[src/rtl/arm_pipe_pkg.sv]
// Shared constants for the 5-stage ARM pipeline.
// Holds the bubble encoding, the reset PC default and the PC arithmetic steps.
package arm_pipe_pkg;

    localparam logic [31:0] BUBBLE_INSTR   = 32'h0000_0000;
    localparam logic [31:0] RESET_PC_DFLT  = 32'h0000_0000;
    localparam int          PC_STEP        = 4;
    localparam int          PC_READ_OFFSET = 8;

endpackage

[src/rtl/pipe_reg.sv]
// Generic pipeline register: 1-cycle latency, clear beats enable, enable low holds.
// Reused for the IF/ID, ID/EX, EX/MEM and MEM/WB registers.
module pipe_reg #(
    parameter int           W       = 32,
    parameter logic [W-1:0] CLR_VAL = '0
) (
    input  logic         clk,
    input  logic         rst_n,
    input  logic         clr_i,
    input  logic         en_i,
    input  logic [W-1:0] d_i,
    output logic [W-1:0] q_o
);

    logic [W-1:0] data_q;

    always_ff @(posedge clk or negedge rst_n) begin
        if (!rst_n) begin
            data_q <= CLR_VAL;
        end else if (clr_i) begin
            data_q <= CLR_VAL;
        end else if (en_i) begin
            data_q <= d_i;
        end
    end

    assign q_o = data_q;

endmodule

[src/rtl/fetch_stage.sv]
// IF stage plus IF/ID register: PC select, imem address, registered decode inputs.
// 1-cycle latency to decode; StallF/StallD hold, FlushD inserts a bubble, redirects beat StallF.
module fetch_stage
    import arm_pipe_pkg::*;
#(
    parameter int               WIDTH    = 32,
    parameter logic [WIDTH-1:0] RESET_PC = WIDTH'(RESET_PC_DFLT),
    parameter int               CNT_W    = 16
) (
    input  logic             clk,
    input  logic             reset_n,
    input  logic [WIDTH-1:0] InstrF,
    input  logic             StallF,
    input  logic             StallD,
    input  logic             FlushD,
    input  logic             BranchTakenE,
    input  logic [WIDTH-1:0] ALUResultE,
    input  logic             PCSrcW,
    input  logic [WIDTH-1:0] ResultW,
    output logic [WIDTH-1:0] PCF,
    output logic [WIDTH-1:0] InstrD,
    output logic [WIDTH-1:0] PCPlus8D,
    output logic             ValidD,
    output logic             AlignErr,
    output logic [CNT_W-1:0] StallCnt,
    output logic [CNT_W-1:0] FlushCnt
);

    localparam int IFID_W = 2 * WIDTH + 1;
    localparam logic [IFID_W-1:0] IFID_BUBBLE = {1'b0, {WIDTH{1'b0}}, WIDTH'(BUBBLE_INSTR)};

    logic [WIDTH-1:0] pc_q, pc_d;
    logic             align_q, align_d;
    logic [CNT_W-1:0] stall_cnt_q, stall_cnt_d;
    logic [CNT_W-1:0] flush_cnt_q, flush_cnt_d;
    logic             redirect;
    logic [WIDTH-1:0] redirect_tgt;
    logic [IFID_W-1:0] ifid_d, ifid_q;

    // Branch in EX is younger than the WB write, so its target wins.
    assign redirect     = BranchTakenE | PCSrcW;
    assign redirect_tgt = BranchTakenE ? ALUResultE : ResultW;

    always_comb begin
        pc_d        = pc_q;
        align_d     = align_q;
        stall_cnt_d = stall_cnt_q;
        flush_cnt_d = flush_cnt_q;

        if (redirect) begin
            pc_d = {redirect_tgt[WIDTH-1:2], 2'b00};
            if (redirect_tgt[1:0] != 2'b00) begin
                align_d = 1'b1;
            end
        end else if (!StallF) begin
            pc_d = pc_q + WIDTH'(PC_STEP);
        end

        if (StallF && !redirect && (stall_cnt_q != '1)) begin
            stall_cnt_d = stall_cnt_q + CNT_W'(1);
        end
        if (FlushD && (flush_cnt_q != '1)) begin
            flush_cnt_d = flush_cnt_q + CNT_W'(1);
        end
    end

    always_ff @(posedge clk or negedge reset_n) begin
        if (!reset_n) begin
            pc_q        <= RESET_PC;
            align_q     <= 1'b0;
            stall_cnt_q <= '0;
            flush_cnt_q <= '0;
        end else begin
            pc_q        <= pc_d;
            align_q     <= align_d;
            stall_cnt_q <= stall_cnt_d;
            flush_cnt_q <= flush_cnt_d;
        end
    end

    assign ifid_d = {1'b1, pc_q + WIDTH'(PC_READ_OFFSET), InstrF};

    pipe_reg #(
        .W       (IFID_W),
        .CLR_VAL (IFID_BUBBLE)
    ) u_ifid (
        .clk   (clk),
        .rst_n (reset_n),
        .clr_i (FlushD),
        .en_i  (!StallD),
        .d_i   (ifid_d),
        .q_o   (ifid_q)
    );

    assign {ValidD, PCPlus8D, InstrD} = ifid_q;
    assign PCF      = pc_q;
    assign AlignErr = align_q;
    assign StallCnt = stall_cnt_q;
    assign FlushCnt = flush_cnt_q;

endmodule

[config.mk]
export PLATFORM = sky130hd
export DESIGN_NAME = fetch_stage
export DESIGN_NICKNAME = d
export VERILOG_FILES = /design/src/rtl/arm_pipe_pkg.sv /design/src/rtl/pipe_reg.sv /design/src/rtl/fetch_stage.sv
export SDC_FILE = /design/constraint.sdc
export NUM_CORES = 1
export LEC_CHECK = 0
export CORE_AREA = 2 2 144 146
export DETAILED_ROUTE_END_ITERATION = 10
export DIE_AREA = 0 0 146 148
export HOLD_SLACK_MARGIN = 0.08
export MAX_ROUTING_LAYER = met4
export PLACE_DENSITY = 0.64
export SLEW_MARGIN = 10
export SYNTH_ARGS = -nofsm -noshare
export SYNTH_HDL_FRONTEND = slang
export SYNTH_SLANG_ARGS = --single-unit
export TNS_END_PERCENT = 30
[constraint.sdc]
create_clock -name clk -period 2.15 [get_ports clk]
set_input_delay 0.3225 -clock clk [delete_from_list [all_inputs] [get_ports clk]]
set_output_delay 0.3225 -clock clk [all_outputs]
set_load 0.05 [all_outputs]
# After elaboration in Yosys (flattened, before gate mapping)
# Index checks and enable logic that the tools add are counted.
# Widths: inputs -> output; s select.
dict set report classes {
  n_addsub 4
  eq_ne 4
  n_mux 5
  n_bitwise 1
  reduce_logical 6
}
# operator count
set op_table {}
lappend op_table {{$mux 65} 2}
lappend op_table {{$mux 32} 3}
lappend op_table {{$add 16x1->16 const B} 2}
lappend op_table {{$add 32x3->32 const B} 1}
lappend op_table {{$add 32x4->32 const B} 1}
lappend op_table {{$ne 16x16->1 const B} 2}
lappend op_table {{$ne 2x1->1 const B} 2}
lappend op_table {{$logic_and 1x1->1} 3}
lappend op_table {{$reduce_and 2->1} 1}
lappend op_table {{$reduce_bool 2->1} 1}
lappend op_table {{$logic_not 1->1} 1}
lappend op_table {{$or 1x1->1} 1}
dict set report totals {
  ff_bits 130
  input_bits 103
  out_inout_bits 130
  wordCells 25
}

# Longest topological paths before layout
dict set report logic_depth {
  depth_word 4
  mapped_depth 8
  mapped_depth_nobuf 6
}

# Hierarchy
# A second synthesis with hierarchy kept.
dict set report hier_totals {
  cells_unflattened 711
  area_unflattened_um2 6971.7
}
# mod n_inst cells_per_inst area_per_inst_um2 seq_area_each_um2
set by_module_without_submodules {}
lappend by_module_without_submodules {fetch_stage 1 502 4304.1 1576.5}
lappend by_module_without_submodules {pipe_reg 1 209 2667.6 1626.6}

# Worst setup path after synthesis
# Ideal clock, no wire load.
dict set report synth_timing {
  path_kind {register to register}
  from {register pc_q[3] (netlist: PCF[3])}
  to {register u_ifid.data_q[63] (netlist: u_ifid.q_o[63])}
  setup_time_ps 119
  t_arrival_ps 2629
  t_required_ps 2031
  path_slack_ps -598
  stages_incl_launch_ff 8
  path_buffers 1
  synth_period_minus_slack_ps 2748
  cell_sequence {dfrtp_1 ha_1 nand4_2 or4_4 buf_6 or4b_4 xnor2_1 o21a_1}
}
dict set report synth_between {
  elab_chain_cells 3
}
# element line_no
set synth_lines {}
lappend synth_lines {{from (decl)} fetch_stage.sv:32} ;# logic [WIDTH-1:0] pc_q, pc_d;
lappend synth_lines {{from (signal assigned)} fetch_stage.sv:74} ;# pc_q <= pc_d;
lappend synth_lines {{$add 32x4->32} fetch_stage.sv:81} ;# assign ifid_d = {1'b1, pc_q + WIDTH'(PC_READ_OFFSET), InstrF};
lappend synth_lines {{$mux 65} pipe_reg.sv:22} ;# end else if (en_i) begin
lappend synth_lines {{$mux 65} pipe_reg.sv:20} ;# end else if (clr_i) begin
lappend synth_lines {{to (signal assigned)} pipe_reg.sv:23} ;# data_q <= d_i;
lappend synth_lines {{to (decl)} pipe_reg.sv:15} ;# logic [W-1:0] data_q;
# Every way passes these cells. The select of a mux whose other input is x is not followed.
# A chain may end at the register's enable or synchronous reset.

# Worst setup path after layout
dict set report layout_timing {
  from {register pc_q[4] (netlist: PCF[4])}
  to {output PCF[4]}
}
# element line_no
set layout_rtl {}
lappend layout_rtl {{to (decl)} fetch_stage.sv:20} ;# output logic [WIDTH-1:0] PCF,
# No word-level cell between the ends.

==> run summary <==
Post-synth top flop = dfrtp_1
#FFs+latches synth = 127
RR Startpoint = PCF[4]
Final Instance Count excl. Fillers = 1,289
Unrepaired setup endpoints after global routing = yes
Final Hold Fails = 0
DR pass1 iterations = 5
Period utilization = 98.0%
GRT Total Usage = 21.1%
MaxCap Viol Count = 0
Clock buffer depth = 2
Die Y-Extent = 148 um
Peak supply drop = 0.545 mV
# diodes = 0
Yosys top cell by area = dfrtp_1
Clk Latency, worst-skew pair = 0.42 ns
Largest net degree at the start of global routing = 88
DIE WIDTH = 146 um
Worst slew margin = 61.1%
Drt initial violations = 306
Count leader, synth = dfrtp_1
Routability cong. = 0.901
Vias in the first global route = 6,533
Critical path class = reg -> out
Setup WS pre-CTS = -0.0629 ns
Hold EP = u_ifid.q_o[40]
Core area = 20,000 um^2
Clk_skew = 0.00740 ns
Worst-path fanout max = 6
HP Start = FlushD
Fin. max-slew vios = 0
Clk sinks = 127
Max Clk Rate = 475 MHz
I/O pins = 233
Gate Count Post-Synth = 741
Starting density of the core = 34.3%
Final setup viols = 0
Mean Syn Cell Area = 9.28 um^2
Worst Setup End Kind = primary output
Buffers on Ports = 230
Critical path arrival = 1.78 ns
Synthesis Warnings = 0
R2r setup slk = 0.06 ns
CTS tree = done
Final wirelength = 22,000 um
Final Instance Area = 10,500 um^2
Tightest Pin Transition = 0.579 ns
Placed insts = 1,256
Hold Crit Class = in -> reg
Min setup slack post-route = 0.0429 ns
P_leak = 4.41 nW
Period minus WS final = 2.11 ns
Layout cells sized above 1 = 13.8%
PwrDens = 817 nW/um^2
R2R Path End = u_ifid.q_o[63]
TritonCTS Buffers = 17
Post-synth top cells = dfrtp_1, nor2_1, a21oi_1, nand2_1, mux2i_1
Initial antenna violation count = 0
WL/cell = 17.0 um
Clock Tree Root = clkbuf_16
Post-synthesis cell area = 6870 um^2
DR vias = 6,516
Vias/cell = 5.06
Post-DP HPWL = 16,600 um
Fill count = 1,944
Sequential fraction of the synthesis area = 46.2%
Yosys top cell area share = 46.2%
Nets@finish = 1,113
Unique masters post-synth = 59
Clock-pin slew on the worst setup and hold paths = 0.06 ns
Syn-to-layout area delta = 52.2%
Worst Hold Depth = 3
Status = completed
R2R depth = 6
Setup crit start kind = register
Congestion Overflow GR = 0
First-pass GRT wire length = 35,200 um
EDFF count, synth = 0
Full die area = 21,600 um^2
Final ANT Viol Nets = 0
Post-synthesis async set-or-reset flop share = 100%
Post-DP Area = 9830 um^2
DRC viols = 0
Top post-synthesis cells by area = dfrtp_1, mux2i_1, xnor2_1
CP required = 1.83 ns
FP Rows = 52
H-tree depth = 4
[stage by stage]
step / total power [mW] / setup TNS [ns] / util [%] / hold WS [ns]
floorplan: 4.54 / -1.38 / - / 0.0269
global placement: 5.62 / -0.0556 / 49.1 / 0.315
detailed placement: 5.66 / -0.104 / 49.1 / 0.327
CTS: 8.65 / 0 / 52.1 / 0.364
global route: 8.94 / -0.0180 / 52.2 / 0.386
finish: 8.55 / 0 / 52.2 / 0.374
[layout make-up]
cell class | count | area (um^2) | area share (%)
Tap cell | 270 | 338 | 3.23
Inverter | 27 | 101 | 0.969
Clock inverter | 13 | 151 | 1.45
Timing Repair Buffer | 297 | 2850 | 27.3
Clock buffer | 19 | 453 | 4.33
Multi-Input combinational cell | 536 | 3370 | 32.2
Sequential cell | 127 | 3200 | 30.6
[worst max-delay path, cell delays in order (launching register included)]
cell and delay (ns):
dfrtp_2 0.43, buf_4 0.15, clkdlybuf4s50_1 0.79
[state kept, by name, summed over array words and instances, names as in the netlist]
| signal | count |
|---|---|
| AlignErr | 1 |
| PCF | 30 |
| FlushCnt | 16 |
| StallCnt | 16 |
| u_ifid.q_o | 64 |
[logic make-up after synthesis]
family	count (synthesis)	synth area share, %
buffers and inverters	79	5.26
XOR/XNOR	53	6.75
other	1	0.0546
AO/OA/AOI/OAI	163	14.7
AND/OR/NAND/NOR	268	19.5
flip-flops	127	46.2
multiplexers	46	6.81
adder cells (fa/ha/maj)	4	0.728
[cells in the final DEF, fill, tap and decap left out, drive strengths merged, types with 6 or more instances in the layout]
cell / synthesis / final
nor4: 13 / 13
nand3: 35 / 35
or3: 6 / 6
buf: 19 / 72
o21a: 14 / 14
xor2: 16 / 16
inv: 27 / 33
nand4: 28 / 28
mux2i: 40 / 40
dfrtp: 127 / 127
nor2b: 6 / 6
mux2: 6 / 6
nor2: 83 / 83
a22oi: 18 / 18
nand2: 54 / 54
a21oi: 60 / 60
o21ai: 37 / 37
xnor2: 37 / 37
nor3: 15 / 15
clkdlybuf4s50: 0 / 217
clkbuf: 33 / 19
[power breakdown]
part	internal, mW	total (mW)	leakage [nW]	switching (mW)
Clock	1.79	2.95	0.296	1.16
Combinational	1.03	2.64	2.48	1.62
Sequential	2.65	2.96	1.63	0.309
[what timing repair did]
action,CTS,global route
endpoints found under the hold margin,49,0
setup endpoints to repair,3,7
buffers inserted,0,0
gates resized for setup,3,5
hold buffers,1,0
[metal layers]
layer / part of all wire [%] / GRT usage (%) / wire (um)
met5: 0 / - / 0
met4: 1.4 / 5.58 / 303
met3: 6.2 / 4.14 / 1370
met2: 47 / 32.9 / 10200
met1: 46 / 28.2 / 10100
[worst max path at each step]
| stage | from | to | slack [ns] |
|---|---|---|---|
| after CTS | PCF[28] | PCF[28] | 0.006 |
| after floorplan | PCF[9] | u_ifid.q_o[63] | -0.21 |
| final | PCF[4] | PCF[4] | 0.04 |
| after global placement | BranchTakenE | StallCnt[10] | -0.04 |
| after global routing | PCF[4] | u_ifid.q_o[51] | -0.02 |
| after detailed placement | BranchTakenE | StallCnt[10] | -0.06 |
Power figures use the tool's default switching activity.
